[config.mk]
export PLATFORM = sky130hd
export DESIGN_NAME = scroll_ctrl
export DESIGN_NICKNAME = d
export VERILOG_FILES = /design/src/rtl/scroll_ctrl.sv
export SDC_FILE = /design/constraint.sdc
export NUM_CORES = 1
export LEC_CHECK = 0
export BUFFER_PORTS_ARGS = -buffer_cell sky130_fd_sc_hd__buf_2
export CAP_MARGIN = 15
export CORE_ASPECT_RATIO = 1.2
export CORE_MARGIN = 3
export CORE_UTILIZATION = 58
export DETAILED_ROUTE_END_ITERATION = 6
export PLACE_DENSITY = 0.76
export SYNTH_ARGS = -nofsm -noshare
export SYNTH_HDL_FRONTEND = slang
export SYNTH_SLANG_ARGS = --single-unit
[constraint.sdc]
create_clock -name clk -period 7.35 [get_ports clk]
set_input_delay 0.735 -clock clk [delete_from_list [all_inputs] [get_ports clk]]
set_output_delay 0.735 -clock clk [all_outputs]
set_load 0.005 [all_outputs]
[src/rtl/scroll_ctrl.sv]
// scroll_ctrl: message scheduler for the 4-digit multiplexed hex display.
// Holds a nibble message buffer and presents a 16-bit, four-character window
// that steps one character left every TICK_DIV clocks. Scrolling is one-shot
// or looping, with start/stop/pause control.
module scroll_ctrl #(
   parameter int         MAX_LEN  = 16,
   parameter int         TICK_DIV = 25000000,
   parameter logic [3:0] PAD_NIB  = 4'h0,
   localparam int        AW       = $clog2(MAX_LEN)
) (
   input  logic          clk,
   input  logic          rst_n,
   input  logic          wr_en,
   input  logic [AW-1:0] wr_addr,
   input  logic [3:0]    wr_data,
   input  logic [AW:0]   len,
   input  logic          start,
   input  logic          stop,
   input  logic          loop,
   input  logic          pause,
   output logic [15:0]   window,
   output logic          busy,
   output logic          done,
   output logic [AW-1:0] pos
);

   localparam int          PW        = (TICK_DIV > 1) ? $clog2(TICK_DIV) : 1;
   localparam logic [PW-1:0] TERM_CNT  = PW'(TICK_DIV - 1);
   localparam logic [AW:0]   MAX_LEN_L = (AW + 1)'(MAX_LEN);

   typedef enum logic [1:0] {
      IDLE = 2'd0,
      RUN  = 2'd1,
      HOLD = 2'd2
   } state_t;

   state_t        state_q, state_d;
   logic [AW-1:0] pos_q, pos_d;
   logic [PW-1:0] presc_q, presc_d;
   logic [AW:0]   len_q, len_d;
   logic          loop_q, loop_d;
   logic          done_q, done_d;
   logic [15:0]   window_q, window_d;
   logic [3:0]    buf_q [MAX_LEN];

   logic          start_ok;
   logic          adv;
   logic          tick;
   logic          last_char;
   logic [AW:0]   pos_ext;
   logic [AW:0]   pos_inc;

   logic [AW-1:0] win_pos;
   logic [AW:0]   win_len;
   logic          win_loop;
   logic [AW:0]   idx;
   logic [AW:0]   widx;
   logic [3:0]    nib;

   // Saturate a requested length to the buffer depth.
   function automatic logic [AW:0] clamp_len(input logic [AW:0] l);
      if (l > MAX_LEN_L) return MAX_LEN_L;
      return l;
   endfunction

   // Length used for the idle preview: zero means "whole buffer".
   function automatic logic [AW:0] preview_len(input logic [AW:0] l);
      if (l == '0) return MAX_LEN_L;
      return clamp_len(l);
   endfunction

   // Shared control decodes. stop outranks start, start outranks pause,
   // pause outranks the prescaler tick. HOLD with pause released advances
   // on that same cycle, so the frozen time equals the cycles pause was high.
   assign start_ok  = (state_q == IDLE) && start && !stop && (len != '0);
   assign adv       = (state_q != IDLE) && !stop && !pause;
   assign tick      = adv && (presc_q == TERM_CNT);
   assign pos_ext   = {1'b0, pos_q};
   assign pos_inc   = pos_ext + 1'b1;
   assign last_char = !loop_q && (pos_ext == (len_q - 1'b1));

   // State register.
   always_ff @(posedge clk or negedge rst_n) begin
      if (!rst_n) state_q <= IDLE;
      else        state_q <= state_d;
   end

   // Next-state decode.
   always_comb begin
      state_d = state_q;
      unique case (state_q)
         IDLE: begin
            if (start_ok) state_d = RUN;
         end
         RUN, HOLD: begin
            if (stop)                   state_d = IDLE;
            else if (pause)             state_d = HOLD;
            else if (tick && last_char) state_d = IDLE;
            else                        state_d = RUN;
         end
         default: state_d = IDLE;
      endcase
   end

   // Outputs decoded from state.
   always_comb begin
      busy = (state_q != IDLE);
   end

   // Position, prescaler and latched message parameters.
   always_comb begin
      pos_d   = pos_q;
      presc_d = presc_q;
      len_d   = len_q;
      loop_d  = loop_q;
      done_d  = 1'b0;
      if (start_ok) begin
         len_d   = clamp_len(len);
         loop_d  = loop;
         pos_d   = '0;
         presc_d = '0;
      end else if (busy && stop) begin
         pos_d   = '0;
         presc_d = '0;
      end else if (adv) begin
         if (tick) begin
            presc_d = '0;
            if (loop_q) begin
               pos_d = (pos_inc == len_q) ? '0 : pos_inc[AW-1:0];
            end else if (last_char) begin
               pos_d  = '0;
               done_d = 1'b1;
            end else begin
               pos_d = pos_inc[AW-1:0];
            end
         end else begin
            presc_d = presc_q + 1'b1;
         end
      end
   end

   // Datapath registers.
   always_ff @(posedge clk or negedge rst_n) begin
      if (!rst_n) begin
         pos_q   <= '0;
         presc_q <= '0;
         len_q   <= '0;
         loop_q  <= 1'b0;
         done_q  <= 1'b0;
      end else begin
         pos_q   <= pos_d;
         presc_q <= presc_d;
         len_q   <= len_d;
         loop_q  <= loop_d;
         done_q  <= done_d;
      end
   end

   // Window source: live scroll state when busy, pos=0 one-shot preview when idle.
   always_comb begin
      if (busy) begin
         win_pos  = pos_q;
         win_len  = len_q;
         win_loop = loop_q;
      end else begin
         win_pos  = '0;
         win_len  = preview_len(len);
         win_loop = 1'b0;
      end
   end

   // Assemble the four digits; index math is AW+1 wide so pos+k cannot wrap.
   always_comb begin
      window_d = '0;
      idx      = '0;
      widx     = '0;
      nib      = '0;
      for (int k = 0; k < 4; k++) begin
         idx  = {1'b0, win_pos} + (AW + 1)'(k);
         widx = idx - win_len;
         if (idx < win_len)  nib = buf_q[idx[AW-1:0]];
         else if (win_loop)  nib = buf_q[widx[AW-1:0]];
         else                nib = PAD_NIB;
         window_d[15 - 4*k -: 4] = nib;
      end
   end

   // Message buffer (writable only while idle) and registered window.
   always_ff @(posedge clk or negedge rst_n) begin
      if (!rst_n) begin
         for (int i = 0; i < MAX_LEN; i++) buf_q[i] <= 4'h0;
         window_q <= 16'h0000;
      end else begin
         if (wr_en && !busy) buf_q[wr_addr] <= wr_data;
         window_q <= window_d;
      end
   end

   assign window = window_q;
   assign done   = done_q;
   assign pos    = pos_q;

endmodule

; Yosys cells after proc, flatten, opt, wreduce, memory -nomap -nowiden
; Cells that the tools add are included.
[totals]
ff_bits = 118
word_cells = 157
in_bits = 20
output_inout_bits = 22
[classes]
n_addsub = 10
n_lt_le_gt_ge = 15
n_reduce_logical = 23
muxes = 71
eq_ne = 6
bitwise = 9
[ops]
columns = cell, count
row1 = 2-to-1 mux 4 bit, 33
row2 = binary-select mux 4 bit (select 4 bit), 8
row3 = 2-to-1 mux 25 bit, 4
row4 = bitwise mux 64 bit, 1
row5 = >= comparator 5 bit (second input constant), 9
row6 = inverter 4 -> 5 bit, 9
row7 = 2-to-1 mux 5 bit, 6
row8 = adder 25 x 1 -> 25 bit (second input constant), 1
row9 = equality test 25 bit (second input constant), 1
row10 = demux 4 bit (select 4 bit), 1
row11 = subtractor 4 bit, 4
row12 = < comparator 5 bit, 3
row13 = 2-to-1 mux 1 bit, 14
row14 = logical AND 1 bit, 11
row15 = adder 4 x 1 -> 5 bit (second input constant), 2
row16 = adder 4 x 2 -> 5 bit (second input constant), 2
row17 = 2-to-1 mux 2 bit, 3
row18 = nonzero test 3 bit, 2
row19 = equality test 4 x 5 -> 1 bit, 1
row20 = equality test 5 bit, 1
row21 = greater-than comparator 5 bit (second input constant), 1
row22 = zero test 5 bit, 1
row23 = < comparator 4 x 5 -> 1 bit, 1
row24 = < comparator 5 x 1 -> 1 bit (second input constant), 1
row25 = 11 further kinds, 14

; Longest topological paths before layout
; Gate-level depths: netlist of run 1.
[depth]
depth_word = 15
mapped_depth = 18
mapped_depth_nobuf = 15

; Worst setup path after synthesis of run 1
; OpenSTA, ideal clock, no wires.
[synth_timing]
kind = register to register
from = reg state_q[0]
to = reg window_q[3] (netlist: window[3])
t_arrival_ps = 4478
slack_ps = 2804
synth_period_minus_slack_ps = 4546
n_path_buf = 6
required_ps = 7282
setup_ps = 68
path_stages_with_launch = 19
cell_sequence = dfrtp_1 inv_1 ha_1 buf_6 nand2b_4 buf_6 buf_8 buf_2 clkbuf_1 ha_1 xnor2_2 buf_4 ha_1 a21boi_0 a311oi_2 xor2_2 mux4_1 mux2i_1 a32o_1
[synth_via]
elab_chain_len = 10
word_cells_on_any_way = 17
cone_classes = 2 x add/sub / 1 x order compare / 11 x mux / 2 x bitwise / 1 x reduce/logical
[synth_rtl]
columns = item, line
row1 = from (decl), 37  ; state_t state_q, state_d;
row2 = from (signal assigned), 85  ; else state_q <= state_d;
row3 = nonzero test 2 bit *, 107  ; busy = (state_q != IDLE);
row4 = 2-to-1 mux 4 bit, 161  ; if (busy) begin
row5 = adder 4 x 2 -> 5 bit, 179  ; idx = {1'b0, win_pos} + (AW + 1)'(k);
row6 = subtractor 4 bit, 180  ; widx = idx - win_len;
row7 = inverter 4 -> 5 bit (implied by the code), 182  ; else if (win_loop) nib = buf_q[widx[AW-1:0]];
row8 = binary-select mux 4 bit (select 4 bit), 182
row9 = 2-to-1 mux 4 bit (implied by the code) (2 in a row), 182
row10 = 2-to-1 mux 4 bit, 182
row11 = 2-to-1 mux 4 bit *, 181  ; if (idx < win_len) nib = buf_q[idx[AW-1:0]];
row12 = via nib[3], 58  ; logic [3:0] nib;
row13 = to (signal assigned), 195  ; window_q <= window_d;
row14 = to (decl), 43  ; logic [15:0] window_q, window_d;
; The timed path passes the listed nets; every way through them passes the cells marked *. The select of a mux whose other input is x is not followed.
; A chain may end at the register's enable or synchronous reset.

; Worst setup path after layout of run 1
[layout_timing]
from = reg state_q[0]
to = reg window_q[2] (netlist: window[2])
; Same word-level chain as after synthesis.

==> results of run 1 <==
==> cell families after synthesis <==
group / Yosys count / share of synthesized area [%]
buffers and inverters: 78 / 3.64
AND/OR/NAND/NOR: 210 / 10.9
multiplexers: 300 / 41.0
flip-flops: 118 / 30.3
XOR/XNOR: 40 / 3.82
AO/OA/AOI/OAI: 93 / 6.81
adder cells (fa/ha/maj): 28 / 3.54
==> flip-flops by register name, indices dropped and copies added (netlist names) <==
register / cells
window: 16
presc_q: 25
buf_q: 64
state_q: 2
pos: 4
loop_q: 1
done: 1
len_q: 5
==> metrics by stage <==
stage / worst slack (ns) / hold slack [ns] / util [%]
after floorplan: 2.80 / 0.439 / -
after global placement: 2.34 / 0.518 / 61.6
after detailed placement: 2.16 / 0.522 / 61.6
after CTS: 2.13 / 0.423 / 65.6
after global routing: 1.67 / 0.460 / 65.6
final: 2.09 / 0.388 / 65.6
==> layer usage <==
metal	vias up	wire length [um]
li1	3366	-
met1	3852	11600
met2	569	13200
met3	149	3580
met4	0	2230
met5	-	0
==> cell usage in the layout (no fill, tap or decap), types with 5 or more instances in the layout <==
master / instances
a211oi_1: 6
a21oi_1: 15
a31oi_1: 7
a32o_1: 5
and2_1: 5
buf_2: 40
buf_4: 9
clkbuf_16: 17
dfrtp_1: 118
ha_1: 25
inv_1: 24
mux2_2: 76
mux2i_1: 153
mux4_1: 5
mux4_2: 66
nand2_1: 44
nand2b_1: 9
nand3_1: 23
nand4_1: 14
nor2_1: 65
nor2b_1: 6
nor3_1: 10
o21ai_0: 15
o22ai_1: 6
o2bb2ai_1: 6
or3_1: 6
xnor2_1: 16
xor2_1: 21
==> cell type report <==
class                      count  area, um2
fill                        1285       5630
clock inverter                15        218
tap                          212        265
inverter                      28        105
clock buffer                  17        425
timing repair buffer          49        268
multi-input combinational    671       6470
sequential                   118       2950
==> path summary, 6_finish.rpt <==
path	startpoint	to	slack, ns	depth (start not counted)
min in group clk	loop	loop_q$_DFFE_PN0P_	0.54	2
worst min-delay path	rst_n	window[9]$_DFF_PN0_	0.39	1
worst max-delay path	state_q[0]$_DFFE_PN0P_	window[2]$_DFF_PN0_	2.09	13
worst min register to register	presc_q[22]$_DFFE_PN0P_	presc_q[22]$_DFFE_PN0P_	0.54	2
max in group asynchronous	rst_n	buf_q[9]$_DFFE_PN0P_	5.71	2
worst max register to register	state_q[0]$_DFFE_PN0P_	window[2]$_DFF_PN0_	2.09	13
==> metrics, run 1 <==
placed cell count=1,078; CP peak stage delay=0.63 ns; cts bufs inserted=17; # Max-Cap Violations=0; Slew Viols, Final=0; Commonest cells post-synth=mux2i_1, dfrtp_1, mux2_2; HP Class=primary input to async pin; crit-path leading delay family=compound AO/OA/AOI/OAI gates; DR WL/cell=between 20 and 30 um; Skew-Pair Late Insertion Delay=0.43 ns; Mapped Avg Cell Area=11.3 um2; Post-Route Setup TNS=0 ns; Synth area leader=dfrtp_1; CP dominant cell by count=ha_1; initial cell density of the core=59.7%; share of layout cells above drive strength 1=26.4%; met3 Use GR=10.2%; initial antenna violation count=0; Routed Antenna Nets=0; # rows=51; RSZ-0062 raised after global routing=false; actual transition at the worst max-transition pin=1.16 ns; die area=18,400 um2; Yosys reg bits=118; Tmin final=5.26 ns; Sink Count=118; Top Usage Layer GRT=met2; Worst Skew=approximately 0.01 ns; Final nets=931; dominant synthesized flop cell=dfrtp_1; CTS resizes=0; Worst Path Buf+Inv=3; top-count cell post-synth=mux2i_1; final hold violations=0; relative slew slack=22.3%; Post-synth EDFFs=0; met2 usage=49.0%; Max Fanout on Critical Path=28; Port Buf Inserts=41; DP HPWL=21,500 um; top-area cell type share of the netlist area=30.3%; Arrival @ worst endpoint=5.62 ns; Vias=approximately 8k; Synth async-reset ratio=100%; critical path class=flop to flop; first-pass GRT wire length=47,000 um; sequential area share after synthesis=30.3%; Tot GR Track Use=33.9%; Post-Synthesis Cells=867; n_diodes=0; clock transition at the registers of the reported paths=0.06 ns; vias in the first global route=7,683; status=completed; largest net degree at the start of global routing=65; met1 usage=45.0%; Post-Synthesis Cell Area=~10000 um2; I/O pins=between 40 and 50; design area=10,700 um2; via density per instance=between 7 and 8; GRT overflow=0; Die W=around 120 um; setup bufs post-CTS=0; Hold Buf Count CTS=0; Clock Tree Buf Depth=2; Post-DP Area=10,100 um2; Critical Path, Cell by Cell=inv_1 -> ha_1 -> buf_4 -> nand2b_1 -> inv_1 -> ha_1 -> a21o_1 -> a21oi_2 -> ha_1 -> xor2_2 -> mux4_1 -> mux2i_1 -> a32o_1; Post-Route WL=approximately 31,000 um; CTS tree=yes; area of the core=16,300 um2; Fmax=190 MHz; crit path capture type=flop; detailed-route DRC error count=0; CP startpoint kind=flop; RD Place Congestion=1.01; Synth cell types=72; Critical Path RT=between 7 and 8 ns; H-tree Lvls=4; top cells by area, synth=dfrtp_1, mux2i_1, mux4_2; syn nets=between 900 and 1k; Clock Root Buffer=clkbuf_16; Synthesis Warnings=0; area grow syn2layout=9.73%; final setup violation count=0; DRT Pass-1 Iters=6; drt initial violations=between 1k and 1.5k; CP max stage cell=a21oi_2; Period Utilization, post-route=71.5%; post-route insts no fill=1,110; Die H=approximately 150 um
Power of run 1 is not shown: default switching activity piles up to over one toggle a cycle in this logic, so the estimate is an artifact.
==> run 2: changes to the inputs <==
--- a/config.mk
+++ b/config.mk
@@ -9,9 +9,9 @@
 export CAP_MARGIN = 15
 export CORE_ASPECT_RATIO = 1.2
 export CORE_MARGIN = 3
-export CORE_UTILIZATION = 58
+export CORE_UTILIZATION = 57
 export DETAILED_ROUTE_END_ITERATION = 6
-export PLACE_DENSITY = 0.76
+export PLACE_DENSITY = 0.78
 export SYNTH_ARGS = -nofsm -noshare
 export SYNTH_HDL_FRONTEND = slang
 export SYNTH_SLANG_ARGS = --single-unit
==> constraint.sdc (replaced) <==
create_clock -name clk -period 4.7 [get_ports clk]
set_input_delay 0.47 -clock clk [delete_from_list [all_inputs] [get_ports clk]]
set_output_delay 0.47 -clock clk [all_outputs]
set_load 0.005 [all_outputs]
==> metrics, run 2 (synthesis gave the netlist of run 1 again) <==
Period Utilization, post-route=88.4% (was 71.5%); cell count of the worst reg-to-reg path=14 (was 13); initial antenna violation count=0 (unchanged); CP max stage cell=xnor2_1 (was a21oi_2); Post-Route Setup TNS=0 ns (unchanged); H-tree Lvls=4 (unchanged); crit-path leading delay family=XOR/XNOR gates (was compound AO/OA/AOI/OAI gates); Post-Route WL=27,100 um (was 30,600 um); Critical Path RT=5.02 ns (was 7.71 ns); # rows=51 (unchanged); FF/Latch Area=2950 um2 (unchanged); Worst R2R End=window[10]$_DFF_PN0_ (was window[2]$_DFF_PN0_); largest net degree at the start of global routing=72 (was 65); n_diodes=0 (unchanged); I/O pins=42 (unchanged); Fmax=241 MHz (was 190 MHz); vias in the first global route=7,448 (was 7,683); CTS tree=yes (unchanged); Sink Count=118 (unchanged); Port Buf Inserts=41 (unchanged); final setup violation count=0 (unchanged); DRT Pass-1 Iters=6 (unchanged); DR WL met3=2140 um (was 3580 um); Worst Path Buf+Inv=4 (was 3); Clock Tree Buf Depth=2 (unchanged); RD Place Congestion=0.949 (was 1.01); Die H=149 um (was 148 um); Vias=7,759 (was 7,936); Final nets=949 (was 931); detailed-route DRC error count=0 (unchanged); Hold Buf Count CTS=0 (unchanged); reg-to-reg slack, setup=0.54 ns (was 2.09 ns); # Max-Cap Violations=0 (unchanged); Skew-Pair Late Insertion Delay=0.43 ns (about the same); CP dominant cell by count=ha_1 (unchanged); relative slew slack=26.0% (was 22.3%); Die W=125 um (was 124 um); worst slack, placed=0.544 ns (was 2.16 ns); largest register by flop count=buf_q (unchanged); setup ws final=0.544 ns (was 2.09 ns); area of the core=16,500 um2 (was 16,300 um2); initial cell density of the core=59.1% (was 59.7%); DP HPWL=20,200 um (was 21,500 um); actual transition at the worst max-transition pin=1.10 ns (was 1.16 ns); critical path class=flop to flop (unchanged); most common cell after layout, fill and taps aside=mux2i_1 (unchanged); area grow syn2layout=10.3% (was 9.73%); crit path capture type=flop (unchanged); met2 WL=13,000 um (was 13,200 um); drt initial violations=849 (was 1,106); most frequent cells in the layout=mux2i_1, dfrtp_1, mux2_2 (unchanged); DR WL/cell=24.1 um (was 27.5 um); Tmin final=4.16 ns (was 5.26 ns); status=completed (unchanged); max layer used=met4 (unchanged); Tot GR Track Use=29.4% (was 33.9%); setup bufs post-CTS=0 (unchanged); share of layout cells above drive strength 1=27.8% (was 26.4%); Critical Path, Cell by Cell=inv_1 -> ha_1 -> buf_4 -> nand2b_4 -> clkinv_1 -> ha_1 -> xnor2_1 -> inv_1 -> ha_1 -> o21ai_0 -> o21a_1 -> xnor2_1 -> mux4_2 -> a41o_1 (was inv_1 -> ha_1 -> buf_4 -> nand2b_1 -> inv_1 -> ha_1 -> a21o_1 -> a21oi_2 -> ha_1 -> xor2_2 -> mux4_1 -> mux2i_1 -> a32o_1); Critical R2R Launch=state_q[0]$_DFFE_PN0P_ (unchanged); die area=18,700 um2 (was 18,400 um2); # fillers=1,294 (was 1,285); clock transition at the registers of the reported paths=0.06 ns (about the same); M1 WL=11,100 um (was 11,600 um); CP startpoint kind=flop (unchanged); Clock Root Buffer=clkbuf_16 (unchanged); Worst Skew=0.00725 ns (was 0.0100 ns); CP peak stage delay=0.67 ns (was 0.63 ns); Max Fanout on Critical Path=17 (was 28); RSZ-0062 raised after global routing=false (unchanged); via density per instance=6.88 (was 7.15); Slew Viols, Final=0 (unchanged); Routed Antenna Nets=0 (unchanged); multi-input logic area=6470 um2 (unchanged); final hold violations=0 (unchanged); GRT overflow=0 (unchanged); HP Class=primary input to async pin (unchanged); Arrival @ worst endpoint=4.47 ns (was 5.62 ns); max FFs per register=64 (unchanged); first-pass GRT wire length=42,800 um (was 47,000 um); cts bufs inserted=17 (unchanged); CTS resizes=0 (unchanged)
==> run 2: metrics by stage <==
| step | hold slack [ns] | std cells | utilization [%] | area (um2) |
|---|---|---|---|---|
| after global routing | 0.246 | 1128 | 65.1 | 10800 |
| after floorplan | 0.174 | 867 | - | 9760 |
| after CTS | 0.216 | 1127 | 65.1 | 10800 |
| final | 0.173 | 1128 | 65.1 | 10800 |
| after detailed placement | 0.528 | 1095 | 61.7 | 10200 |
| after global placement | 0.529 | 1095 | 61.7 | 10200 |
==> run 2: final cells by class <==
| type | count | share of cell area, % |
|---|---|---|
| repair buffers | 67 | 3.78 |
| flip-flops and latches | 118 | 27.4 |
| inverters | 28 | 0.976 |
| clock inverters | 12 | 0.872 |
| multi-input cells | 671 | 60.1 |
| clock buffers | 20 | 4.34 |
| well taps | 212 | 2.46 |
==> run 2: worst max path at each step <==
stage	from	endpoint	depth (start not counted)
3_3_place_gp	state_q[0]$_DFFE_PN0P_	window[10]$_DFF_PN0_	13
3_5_place_dp	state_q[0]$_DFFE_PN0P_	window[10]$_DFF_PN0_	13
2_1_floorplan	state_q[0]$_DFFE_PN0P_	window[3]$_DFF_PN0_	18
5_1_grt	state_q[0]$_DFFE_PN0P_	window[10]$_DFF_PN0_	14
4_1_cts	state_q[0]$_DFFE_PN0P_	window[10]$_DFF_PN0_	13
6_report	state_q[0]$_DFFE_PN0P_	window[10]$_DFF_PN0_	14
==> run 2: layer usage <==
metal / track usage [%] / vias to the layer above
li1: - / 3378
met1: 40.3 / 3874
met2: 47.2 / 432
met3: 5.01 / 75
met4: 11.2 / 0
met5: 0 / -
Power of run 2 is left out for the same reason.
